<file path="config.mk">
export PLATFORM = sky130hd
export DESIGN_NAME = fg_output_sequencer
export DESIGN_NICKNAME = d
export VERILOG_FILES = /design/src/rtl/fg_output_sequencer.sv
export SDC_FILE = /design/constraint.sdc
export NUM_CORES = 1
export LEC_CHECK = 0
export BUFFER_PORTS_ARGS = -buffer_cell sky130_fd_sc_hd__buf_2
export CAP_MARGIN = 10
export CORE_AREA = 2 2 61 106
export DETAILED_ROUTE_END_ITERATION = 6
export DIE_AREA = 0 0 63 108
export PLACE_DENSITY_LB_ADDON = 0.12
export RECOVER_POWER = 50
export SYNTH_ARGS = -nofsm -noshare
export SYNTH_HDL_FRONTEND = slang
export SYNTH_SLANG_ARGS = --single-unit
export TNS_END_PERCENT = 5
</file>
<file path="constraint.sdc">
create_clock -name clk_i -period 2 [get_ports clk_i]
set_clock_uncertainty 0.2 [all_clocks]
set_input_delay 0.1 -clock clk_i [delete_from_list [all_inputs] [get_ports clk_i]]
set_output_delay 0.1 -clock clk_i [all_outputs]
set_load 0.01 [all_outputs]
</file>
<file path="src/rtl/fg_output_sequencer.sv">
// Output sequencing controller for the limiter stage. It accepts enable/select/offset
// requests and mutes the output around a source change so the switch is glitch-free.
module fg_output_sequencer #(
  parameter int unsigned BITWIDTH      = 16,
  parameter int unsigned DATA_COUNT    = 3,
  parameter int unsigned SETTLE_CYCLES = 4
) (
  input  logic                          clk_i,
  input  logic                          nrst_i,
  input  logic                          sample_strobe_i,
  input  logic                          cfg_valid_i,
  output logic                          cfg_ready_o,
  input  logic                          cfg_enable_i,
  input  logic [$clog2(DATA_COUNT)-1:0] cfg_select_i,
  input  logic [BITWIDTH-1:0]           cfg_offset_i,
  output logic                          cfg_err_o,
  output logic                          enable_o,
  output logic [$clog2(DATA_COUNT)-1:0] select_o,
  output logic [BITWIDTH-1:0]           offset_o,
  output logic                          busy_o
);

  localparam int unsigned SW = $clog2(DATA_COUNT);
  localparam int unsigned CW = $clog2(SETTLE_CYCLES + 1);

  localparam logic [1:0] S_OFF  = 2'd0;
  localparam logic [1:0] S_RUN  = 2'd1;
  localparam logic [1:0] S_MUTE = 2'd2;
  localparam logic [1:0] S_LOAD = 2'd3;

  logic [1:0]          r_state, w_state;
  logic                r_enable, w_enable;
  logic [SW-1:0]       r_select, w_select;
  logic [BITWIDTH-1:0] r_offset, w_offset;
  logic                r_pend_en, w_pend_en;
  logic [SW-1:0]       r_pend_sel, w_pend_sel;
  logic [BITWIDTH-1:0] r_pend_off, w_pend_off;
  logic [CW-1:0]       r_cnt, w_cnt;
  logic                r_err, w_err;
  logic                r_ready, w_ready;
  logic                r_busy, w_busy;
  logic                w_accept;
  logic                w_bad_sel;

  assign w_accept  = cfg_valid_i && r_ready;
  assign w_bad_sel = 32'(cfg_select_i) >= DATA_COUNT;

  // Next-state and next-output logic
  always_comb begin
    w_state    = r_state;
    w_enable   = r_enable;
    w_select   = r_select;
    w_offset   = r_offset;
    w_pend_en  = r_pend_en;
    w_pend_sel = r_pend_sel;
    w_pend_off = r_pend_off;
    w_cnt      = r_cnt;
    w_err      = 1'b0;

    case (r_state)
      S_OFF, S_RUN: begin
        if (w_accept) begin
          if (w_bad_sel) begin
            w_err = 1'b1;
          end else if (!cfg_enable_i) begin
            w_enable = 1'b0;
            w_select = cfg_select_i;
            w_offset = cfg_offset_i;
            w_state  = S_OFF;
          end else begin
            w_pend_en  = 1'b1;
            w_pend_sel = cfg_select_i;
            w_pend_off = cfg_offset_i;
            // A live output switching source must be muted and settled first
            if (r_state == S_RUN && cfg_select_i != r_select) begin
              w_enable = 1'b0;
              w_cnt    = CW'(SETTLE_CYCLES);
              w_state  = S_MUTE;
            end else begin
              w_state = S_LOAD;
            end
          end
        end
      end
      S_MUTE: begin
        if (sample_strobe_i) begin
          if (r_cnt == CW'(1)) begin
            w_cnt   = '0;
            w_state = S_LOAD;
          end else begin
            w_cnt = r_cnt - CW'(1);
          end
        end
      end
      S_LOAD: begin
        if (sample_strobe_i) begin
          w_enable = r_pend_en;
          w_select = r_pend_sel;
          w_offset = r_pend_off;
          w_state  = S_RUN;
        end
      end
      default: w_state = S_OFF;
    endcase

    w_ready = (w_state == S_OFF) || (w_state == S_RUN);
    w_busy  = !w_ready;
  end

  // State and output registers
  always_ff @(posedge clk_i) begin
    if (!nrst_i) begin
      r_state    <= S_OFF;
      r_enable   <= 1'b0;
      r_select   <= '0;
      r_offset   <= '0;
      r_pend_en  <= 1'b0;
      r_pend_sel <= '0;
      r_pend_off <= '0;
      r_cnt      <= '0;
      r_err      <= 1'b0;
      r_ready    <= 1'b1;
      r_busy     <= 1'b0;
    end else begin
      r_state    <= w_state;
      r_enable   <= w_enable;
      r_select   <= w_select;
      r_offset   <= w_offset;
      r_pend_en  <= w_pend_en;
      r_pend_sel <= w_pend_sel;
      r_pend_off <= w_pend_off;
      r_cnt      <= w_cnt;
      r_err      <= w_err;
      r_ready    <= w_ready;
      r_busy     <= w_busy;
    end
  end

  assign cfg_ready_o = r_ready;
  assign cfg_err_o   = r_err;
  assign enable_o    = r_enable;
  assign select_o    = r_select;
  assign offset_o    = r_offset;
  assign busy_o      = r_busy;

endmodule

</file>
* Yosys cells after proc, flatten, opt, wreduce, memory -nomap -nowiden
Cells that the tools add are included.
Cells by class: add/sub/neg operators 1, $lt $le $gt $ge 1, equal/unequal tests 14, muxes and demuxes 32, bitwise operators 1, reduce and logical (&&, ||, !) cells 14
Operators by type and width (count):
- $mux 16 | 4
- $pmux 16 s2 | 1
- $mux 2 | 10
- $mux 3 | 6
- $ne 2x2->1 const B | 7
- $reduce_and 5->1 | 2
- $mux 1 | 7
- $pmux 2 s3 | 1
- $pmux 3 s2 | 1
- $reduce_and 6->1 | 1
- $eq 2x1->1 const B | 2
- $eq 2x2->1 const B | 2
- $logic_not 2->1 | 2
- $pmux 2 s2 | 1
- $reduce_and 4->1 | 1
- $reduce_bool 2->1 | 2
- $eq 3x1->1 const B | 1
- $ne 3x3->1 const B | 1
- $reduce_and 3->1 | 1
- $sub 3x1->3 const B | 1
- $ge 2x2->1 const B | 1
- $logic_and 1x1->1 | 2
- $ne 2x2->1 | 1
- $pmux 1 s2 | 1
- other kinds (4) | 4
Word-level totals: register bits 46, input bits 23, output and inout port bits 22, word-level logic and storage cells 74

* Logic depth before layout (Yosys ltp)
word-level depth 10, depth in mapped cells 6, depth with buffers taken out 5

* Worst setup path after synthesis
No wires, ideal clock.
path type register -> register, start point reg r_state[1], end point reg r_cnt[2], setup time 130 ps, data arrival time 1412 ps, data required time 1670 ps, setup slack 259 ps, cell stages (with the launch flop) 7, path buffers 2, period minus slack after synthesis 1741 ps, cells stage by stage dfxtp_1 -> buf_6 -> a21o_4 -> or2_2 -> buf_2 -> o2111ai_1 -> o211ai_1
On the way: cells in the longest elaborated chain, start to end 4, elaborated cells between the ends (all ways) 13, those cells by class eq/ne (7); mux (1); reduce/logical (5)
RTL lines:
- start: declaration | line 31 | logic [1:0] r_state, w_state;
- start signal: assignment | line 125 | r_state <= w_state;
- $eq 2x1->1 or $logic_not 2->1 (tied branches) | line 60, 75
- $reduce_or 2->1 or $logic_and 1x1->1 (tied branches) | line 60, 75
- $ne 2x2->1 (no source line) or $reduce_bool 2->1 (tied branches)
- $reduce_and 6->1 (no source line)
- end signal: assignment | line 132 | r_cnt <= w_cnt;
- end: declaration | line 38 | logic [CW-1:0] r_cnt, w_cnt;
Several ways; a longest one is shown, not always the timed one. A chain may end at the register's enable or synchronous reset.

* Worst setup path in the final report
start point in cfg_select_i[0], end point reg r_pend_off[0]
On the way: cells in the longest elaborated chain, start to end 3
RTL lines:
- start: declaration | line 14 | input logic [$clog2(DATA_COUNT)-1:0] cfg_select_i,
- $ge 2x2->1 | line 46 | assign w_bad_sel = 32'(cfg_select_i) >= DATA_COUNT;
- $not 1->1 (no source line)
- $reduce_and 4->1 (no source line)
- end signal: assignment | line 131 | r_pend_off <= w_pend_off;
- end: declaration | line 37 | logic [BITWIDTH-1:0] r_pend_off, w_pend_off;
No other way between the ends.

==> impl_metrics.csv <==
group,metric,value,unit
global_routing,grt_usage,0.154,
drt,drt-initial-drc-count,60,
layout,fillerInstances,629,
setup_path,reg2reg_setup_slack,0.26,ns
floorplanning,die_area,0.00680,sq mm
layout,final_area,0.00262,sq mm
logic_synthesis,synth-seq-area-share,0.449,
power_and_ir_drop,cellPowerDensity,776,mW/mm^2
layout,layout.cells.non_filler,381,
place,dpl_cell_area,0.00234,sq mm
setup_path,r2r_start,"r_state[1]",
logic_synthesis,synth_top_area_frac,0.449,
logic_synthesis,synth-xor-area-share,0.00873,
layout,drive_above_1_share,0.185,
floorplanning,die_y,108,microns
timing,relSlewSlack,0.644,
logic_synthesis,yosys-top-cells-area,"dfxtp_1, nand2_1, a311oi_2",
place,place_ws,0.360,ns
floorplanning,die_x,63,microns
logic_synthesis,synthFlopType,"dfxtp_1",
global_routing,grt.overflow.total,0,
logic_synthesis,yosys_warnings,0,
logic_synthesis,synthSimpleGateAreaFrac,0.247,
layout,utilization,0.445,
hold_path,min_path_type,"input port to flop",
drt,vias_per_cell,4.81,
logic_synthesis,yosys-top-cells-count,"nand2_1, dfxtp_1, nand3_1",
power_and_ir_drop,leakagePower,0.973,nW
logic_synthesis,synth.distinct_cells,37,
timing,rsz0062_at_grt,"false",
setup_path,start_kind,"input port",
cts,htreeDepth,2,
drt,wl_per_cell,13.0,microns
logic_synthesis,async_reset_ff_frac,0,
logic_synthesis,syn_nets,262,
power_and_ir_drop,fin_total_pwr,2.03,mW
logic_synthesis,synth_area_per_cell,8.47,sq um
floorplanning,core,0.00588,sq mm
logic_synthesis,synth_top_area_cell,"dfxtp_1",
cts,cts_buffers,5,
setup_path,r2r_cells,6,
layout,diodes,0,
setup_path,worstPathRequired,2.02,ns
run,drv_cap,0,
setup_path,crit_type,"input port to flop",
drt,dr.pass1.iters,4,
cts,cts_max_path_buffers,2,
timing,finalCritPeriodShare,0.924,
logic_synthesis,synth_edf_count,0,
place,gp_congestion,0.752,
setup_path,worstSetupEndpointType,"flop",
cts,cts_resized,0,
cts,clock-sinks,45,
cts,clk_latency,0.29,ns
global_routing,grt_pass1_wl,8200,microns
timing,hold_ws,0.0999,ns
logic_synthesis,synth_top_family_by_area,"simple AND/OR/NAND/NOR gates",
run_status,status,"complete, no violations",
timing,worst_slack,0.151,ns
timing,final.min_clock_period,1.85,ns
floorplanning,io_pins,45,
setup_path,worstSetupStartpoint,"cfg_select_i[0]",
logic_synthesis,yosysMostFrequentCell,"nand2_1",
timing,finalSetupTns,0,ns
logic_synthesis,synthAdderAreaFrac,0.0125,
setup_path,cp_max_fo,8,
timing,drv_slew,0,
cts,clockRootBuffer,"clkbuf_8",
timing,hold_viol_final,0,
logic_synthesis,synth_mux_area_frac,0.00499,
drt,vias,1832,
global_routing,grt_pass1_vias,1782,
floorplanning,start_util,0.341,
drt,ant_nets,0,
timing,tightest_slew,0.528,ns
global_routing,antenna_found_initial,0,
drt,routed_wl,4960,microns
place,port_buffers,44,
logic_synthesis,synthCells,237,
power_and_ir_drop,ir_drop,0.000396,V
place,hpwl,3310,microns
setup_path,cp-endpoint,"r_pend_off[0]",
logic_synthesis,synth-compound-area-share,0.223,
timing,max_freq,541,MHz
drt,route.detailed.drc,0,
global_routing,grt_max_degree,41,
layout,synthToLayoutAreaGrowth,30.5,%
setup_path,worst-endpoint-arrival,1.87,ns
logic_synthesis,synthesis.area,0.00201,sq mm
cts,cts_tree,"yes",
logic_synthesis,ys_seq_elements,45,
layout,nNetsFinal,327,
cts,clkTransAtPathRegs,0.08,ns
timing,setup_viol,0,
floorplanning,row_count,37,
place,dp_cells,352,
setup_path,r2r-end,"select_o[0]",
-- layer usage --
layer,wire (microns),vias up,track usage
met4,106,0,0.0825
met2,2640,40,0.299
li1,-,955,-
met1,2010,828,0.151
met3,198,9,0.0271
met5,0,-,0
-- how the worst min path moves through the flow --
stage	start	to	slack, ns	depth (start not counted)
after global placement	cfg_offset_i[10]	r_pend_off[10]	0.16	3
after CTS	cfg_enable_i	enable_o	0.07	3
after detailed placement	cfg_offset_i[5]	r_pend_off[5]	0.16	3
final	cfg_enable_i	enable_o	0.1	3
after global routing	cfg_enable_i	enable_o	0.14	3
after floorplan	nrst_i	cfg_ready_o	0.008	1
-- final cells by class --
cell class | instances | area [sq um] | area share
multi-input combinational | 170 | 988 | 0.377
sequential | 45 | 901 | 0.344
timing repair buffer | 76 | 500 | 0.191
tap | 78 | 97.6 | 0.0373
clock buffer | 7 | 86.3 | 0.0330
clock inverter | 1 | 30.0 | 0.0115
inverter | 4 | 15.0 | 0.00573
-- where the power goes --
part	switching [mW]	internal, mW	leakage [nW]
clock	0.299	0.407	0.0585
combinational	0.192	0.148	0.547
sequential	0.0341	0.951	0.367
-- sequential cells by signal, indices dropped and copies added (netlist names), 2 cells and up, named ones only --
name / flops
offset_o: 16
r_cnt: 3
r_pend_off: 16
r_pend_sel: 2
select_o: 2
-- layout by cell type (no fill, tap or decap), types with 2 or more instances in the layout --
cell,instances
clkbuf_1,25
a311oi_1,6
nor2_2,2
buf_2,23
nor2_1,19
inv_1,4
nand3_1,21
or2_2,2
nand3b_1,2
ha_1,2
a311oi_2,12
xor2_1,2
buf_12,2
o211ai_1,2
dlygate4sd3_1,21
a21oi_1,20
dfxtp_1,45
o21ai_0,3
clkbuf_8,6
nand2_1,59
buf_4,6
-- critical path, stage by stage --
cell and delay (ns):
dlygate4sd3_1 0.53, buf_2 0.16, a21o_2 0.26, nor2_1 0.26, clkbuf_1 0.34, nand2_1 0.10, a21oi_1 0.13
-- kinds of logic after synthesis --
kind of cell,count (synthesis)
buf+inv,22
mux,1
flops,45
fa+ha+maj,2
xor+xnor,2
simple gates,114
compound gates,51
-- timing repair --
item,CTS,global route
hold endpoints to repair,43,0
hold buffers,21,0
setup buffers,0,0
(Power assumes the default switching activity.)
